<file path="config.mk">
export PLATFORM = sky130hd
export DESIGN_NAME = sprite_write_sched
export DESIGN_NICKNAME = d
export VERILOG_FILES = /design/src/rtl/sprite_write_sched.sv
export SDC_FILE = /design/constraint.sdc
export NUM_CORES = 1
export LEC_CHECK = 0
export ABC_CLOCK_PERIOD_IN_PS = 3800
export CORE_MARGIN = 2
export CORE_UTILIZATION = 55
export DETAILED_ROUTE_END_ITERATION = 16
export GPL_TIMING_DRIVEN = 0
export PLACE_DENSITY_LB_ADDON = 0.25
export SYNTH_ARGS = -nofsm -noshare
export SYNTH_HDL_FRONTEND = slang
export SYNTH_SLANG_ARGS = --single-unit
</file>
<file path="constraint.sdc">
create_clock -name clk -period 3.8 [get_ports clk]
set_input_delay 0.38 -clock clk [delete_from_list [all_inputs] [get_ports clk]]
set_output_delay 0.38 -clock clk [all_outputs]
set_load 0.02 [all_outputs]
</file>
<file path="src/rtl/sprite_write_sched.sv">
`default_nettype none
// ============================================================================
// Module  : sprite_write_sched
// Brief   : Buffers CPU sprite-position writes and replays them to the graphics
//           RAM unit over a wrn-strobed bus, optionally only during vblank.
// Revision: 1.0
// ============================================================================
module sprite_write_sched #(
    parameter int DEPTH       = 8,
    parameter int PTR_W       = 3,
    parameter int VBLANK_GATE = 1
) (
    input  logic             clk,
    input  logic             rst,
    input  logic             cpu_we,
    input  logic [7:0]       cpu_id,
    input  logic [9:0]       cpu_data,
    output logic             cpu_ready,
    output logic             ovf,
    input  logic             ovf_clr,
    output logic [PTR_W:0]   pending,
    input  logic             vblank,
    output logic [7:0]       sprite_id,
    output logic [9:0]       sprite_x,
    output logic [8:0]       sprite_y,
    output logic             wrn
);

    localparam logic [PTR_W:0] c_DEPTH = (PTR_W + 1)'(DEPTH);
    localparam logic           c_GATE  = (VBLANK_GATE != 0);

    typedef enum logic [1:0] {
        S_IDLE  = 2'd0,
        S_SETUP = 2'd1,
        S_LOW   = 2'd2,
        S_HOLD  = 2'd3
    } state_t;

    state_t             r_state;
    state_t             w_next;
    logic [17:0]        r_mem [DEPTH];
    logic [PTR_W-1:0]   r_wptr;
    logic [PTR_W-1:0]   r_rptr;
    logic [PTR_W:0]     r_count;
    logic               r_ovf;
    logic               r_wrn;
    logic [7:0]         r_id;
    logic [9:0]         r_x;
    logic [8:0]         r_y;

    logic               w_full;
    logic               w_push;
    logic               w_pop;
    logic [17:0]        w_head;

    assign w_full = (r_count == c_DEPTH);
    assign w_push = cpu_we && !w_full;
    assign w_pop  = (r_state == S_IDLE) && (r_count != '0) && (vblank || !c_GATE);
    assign w_head = r_mem[r_rptr];

    // Storage carries no reset: occupancy alone decides which entries are live.
    always_ff @(posedge clk) begin
        if (w_push) begin
            r_mem[r_wptr] <= {cpu_id, cpu_data};
        end
    end

    always_ff @(posedge clk) begin
        if (rst) begin
            r_wptr  <= '0;
            r_rptr  <= '0;
            r_count <= '0;
            r_ovf   <= 1'b0;
        end else begin
            if (w_push) begin
                r_wptr <= r_wptr + PTR_W'(1);
            end
            if (w_pop) begin
                r_rptr <= r_rptr + PTR_W'(1);
            end
            case ({w_push, w_pop})
                2'b10:   r_count <= r_count + (PTR_W + 1)'(1);
                2'b01:   r_count <= r_count - (PTR_W + 1)'(1);
                default: r_count <= r_count;
            endcase
            if (ovf_clr) begin
                r_ovf <= 1'b0;
            end else if (cpu_we && w_full) begin
                r_ovf <= 1'b1;
            end
        end
    end

    always_comb begin
        w_next = r_state;
        case (r_state)
            S_IDLE:  if (w_pop) w_next = S_SETUP;
            S_SETUP: w_next = S_LOW;
            S_LOW:   w_next = S_HOLD;
            S_HOLD:  w_next = S_IDLE;
            default: w_next = S_IDLE;
        endcase
    end

    always_ff @(posedge clk) begin
        if (rst) begin
            r_state <= S_IDLE;
            r_wrn   <= 1'b1;
        end else begin
            r_state <= w_next;
            r_wrn   <= (w_next != S_LOW);
        end
    end

    // A reset landing mid-strobe forces wrn high; keep the bus data so that
    // forced rising edge still writes the intended entry.
    always_ff @(posedge clk) begin
        if (rst) begin
            if (r_state != S_LOW) begin
                r_id <= '0;
                r_x  <= '0;
                r_y  <= '0;
            end
        end else if (w_pop) begin
            r_id <= w_head[17:10];
            r_x  <= w_head[9:0];
            r_y  <= w_head[8:0];
        end
    end

    assign cpu_ready = !w_full;
    assign pending   = r_count;
    assign ovf       = r_ovf;
    assign wrn       = r_wrn;
    assign sprite_id = r_id;
    assign sprite_x  = r_x;
    assign sprite_y  = r_y;

endmodule
`default_nettype wire

</file>
==> out/metrics.cfg <==
[synth]
ys_ff_latch=179
synth_top_area_cell=sky130_fd_sc_hd__edfxtp_1
synth.most_common_cell=sky130_fd_sc_hd__edfxtp_1
syn-cell-area_um2=6968
synth_async_sr_flop_share=0
synth_cell_type_count=36
yosys_most_used_dff=sky130_fd_sc_hd__edfxtp_1
edff_count_synth=162
yosys.area.top_type_share=0.6982
yosys_warnings=0
synth.top_cells.by_count=sky130_fd_sc_hd__edfxtp_1, sky130_fd_sc_hd__mux4_2, sky130_fd_sc_hd__nor2_1
main_combinational_cell_family_by_area_after_synthesis=multiplexers
synth_adder_area_share=0.01437
synth-simple-area-share=0.04525
synth.yosys.seq_area_share=0.7470
synth_compound_gate_area_share=0.006644
gate_count_after_technology_mapping=349
top_cells_by_area_in_the_synthesized_netlist=sky130_fd_sc_hd__edfxtp_1, sky130_fd_sc_hd__mux4_2, sky130_fd_sc_hd__dfxtp_1
mappedNetlistNets=380
synth_mux_area_frac=0.1496
yosys.area_share.xor_xnor=0.009876
post_synth.cell_area_avg_um2=19.97

[die]
coreArea_um2=12520
effective_utilization_at_floorplan=0.5567
die-area_um2=13590
floorplan.io_pins=57
dieWidth_um=116.6
die-height_um=116.6
rows=41

[clocking]
root_buffer=sky130_fd_sc_hd__clkbuf_16
tritoncts.num_buffers=17
cts_setup_buffers=0
tritoncts=built
clkSinkCount=179
cts_hold_buffers=0
htreeDepth=4
cts_repair_resize_count=0
clk-insertion-delay-late_ps=430
clockBufferDepth=2
clk_pin_slew_ps=60

[finish]
proportion_of_layout_cells_with_a_drive_suffix_above_1=0.2494
finalInstanceArea_um2=8557
finalNetCount=468
antenna_cells_inserted=0
layout.cells.non_filler=621
area_growth_pct=22.80

[sta]
max_clock_freq_mhz=359.7
timing.clock.skew_ps=5.016
slew_violations=0
final_critical_path_required_period_ps=2780
finalHoldViolations=0
setup_total_negative_slack_ps=0
fin_worst_hold_slack_ps=347.7
layout_setup_ws_ps=1020
unrepaired_setup_endpoints_after_global_routing=no
setup_violations=0
tightestPinTransition_ps=911.8
slew_headroom=0.3791
period_share=0.7315

[pwr]
switching_power_mw=1.489
p_per_area_nw_per_um2=655.4
power_frac_comb=0.255
clockPowerShare=0.302
worst_ir_drop_vdd_mv=0.3233
total_leakage_power_nw=2.836
switching_share=0.2654
power.internal_mw=4.119
seq_power_share=0.443

[global_routing]
grt_overflow=0
gr-usage-all-layers=0.2076
global_route_wire_length_before_repair_um=19630
antenna_found_initial=0
grt_pass1_vias=3475
grt_max_degree=19

[run]
cap_violations=0

[critical_path]
cp_data_arrival_time_ps=3090
worst_r2r_startpoint=pending[1]
critical_path.endpoint_type=flip-flop
worst-setup-path-type=reg -> reg
worst_setup_path_start_kind=flip-flop
timing.critical_path.required_ps=4110
crit_fanout=8
worstSetupStartpoint=pending[1]

[drt]
drt.antenna.violating_nets=0
drt_pass1_iterations=4
drt-total-wl_um=12950
avgViaCountPerCell=5.614
detailedRoute.firstIterationViolations=296
route.vias.total=3486
avgRoutedWirePerCell_um=20.86
drt_drc_violations_left=0

[place]
placed_cell_area_um2=7986
post-dp-hpwl_um=8257
gp_congestion=0.7006
dpl_worst_slack_ps=1035
placedCellCount=590
io_buffers=55

[run_status]
run_status=complete, no violations

[worst_hold_path]
hold_path_class=in -> reg
hp-start=rst

==> cell type report <==
| cell class | count | area (um^2) |
|---|---|---|
| sequential | 179 | 5205 |
| fill | 803 | 3960 |
| multi-input combinational | 140 | 1619 |
| timing repair buffer | 69 | 757.0 |
| clock buffer | 18 | 429.2 |
| tap | 172 | 215.2 |
| buffer | 26 | 175.2 |
| clock inverter | 13 | 141.4 |
| inverter | 4 | 15.01 |
==> kinds of logic after synthesis <==
logic type	count (synthesis)
buffers and inverters	30
AOI/OAI and AO/OA	8
DFF	179
adders and majority gates	8
muxes	59
and+or+nand+nor	58
xor gates and xnor gates	7
==> worst paths after layout <==
| check | end | slack (ps) | cells after the start |
|---|---|---|---|
| max | pending[3] | 1020 | 10 |
| min | r_state[1] | 350 | 2 |
| max reg2reg | pending[3] | 1020 | 10 |
| min reg2reg | ovf | 520 | 2 |
==> power by group through the flow <==
stage                     combinational (mW)  clock [mW]  sequential [mW]
after detailed placement                1.45           0             2.52
after global routing                    1.54        1.80             2.50
final                                   1.43        1.70             2.48
after floorplan                        0.785           0             2.63
after CTS                               1.45        1.72             2.48
after global placement                  1.37           0             2.52
==> worst max-delay path: stages, from the launching register on <==
cell	delay, ps
sky130_fd_sc_hd__dfxtp_1	310
sky130_fd_sc_hd__buf_6	130
sky130_fd_sc_hd__or4_1	560
sky130_fd_sc_hd__nand3_2	180
sky130_fd_sc_hd__inv_1	80
sky130_fd_sc_hd__ha_1	280
sky130_fd_sc_hd__clkbuf_1	180
sky130_fd_sc_hd__nor4b_1	380
sky130_fd_sc_hd__o21ai_1	110
sky130_fd_sc_hd__o31ai_1	90
sky130_fd_sc_hd__mux2_1	350
==> registers in the layout (all words and copies together) (netlist names), named ones only <==
register / cells
r_rptr: 3
r_wptr: 3
ovf: 1
wrn: 1
r_mem: 144
sprite_x: 2
sprite_id: 8
sprite_y: 8
pending: 4
r_state: 2
==> placed cells by master (no fill, tap or decap), types with 6 or more instances in the layout <==
cell | netlist | layout
sky130_fd_sc_hd__dfxtp_1 | 17 | 17
sky130_fd_sc_hd__mux2i_1 | 22 | 21
sky130_fd_sc_hd__buf_4 | 9 | 11
sky130_fd_sc_hd__clkdlybuf4s50_1 | 0 | 55
sky130_fd_sc_hd__xor2_1 | 6 | 6
sky130_fd_sc_hd__mux4_2 | 36 | 36
sky130_fd_sc_hd__clkbuf_1 | 6 | 7
sky130_fd_sc_hd__nor2_1 | 32 | 29
sky130_fd_sc_hd__ha_1 | 8 | 8
sky130_fd_sc_hd__buf_6 | 5 | 12
sky130_fd_sc_hd__clkbuf_16 | 0 | 17
sky130_fd_sc_hd__edfxtp_1 | 162 | 162
==> per-stage QoR <==
step / util / total power [mW]
after floorplan: - / 3.418
final: 0.6836 / 5.608
after global placement: 0.6179 / 3.889
after global routing: 0.6836 / 5.840
after detailed placement: 0.6380 / 3.969
after CTS: 0.6836 / 5.652
==> per-layer routing <==
metal | up-vias | track usage | part of all wire
met5 | - | 0 | 0
met4 | 0 | 0.07451 | 0.014
met3 | 19 | 0.05864 | 0.062
met2 | 110 | 0.3260 | 0.50
met1 | 1808 | 0.2837 | 0.43
li1 | 1549 | - | -
Note: power is estimated with default switching activity, not from simulation.
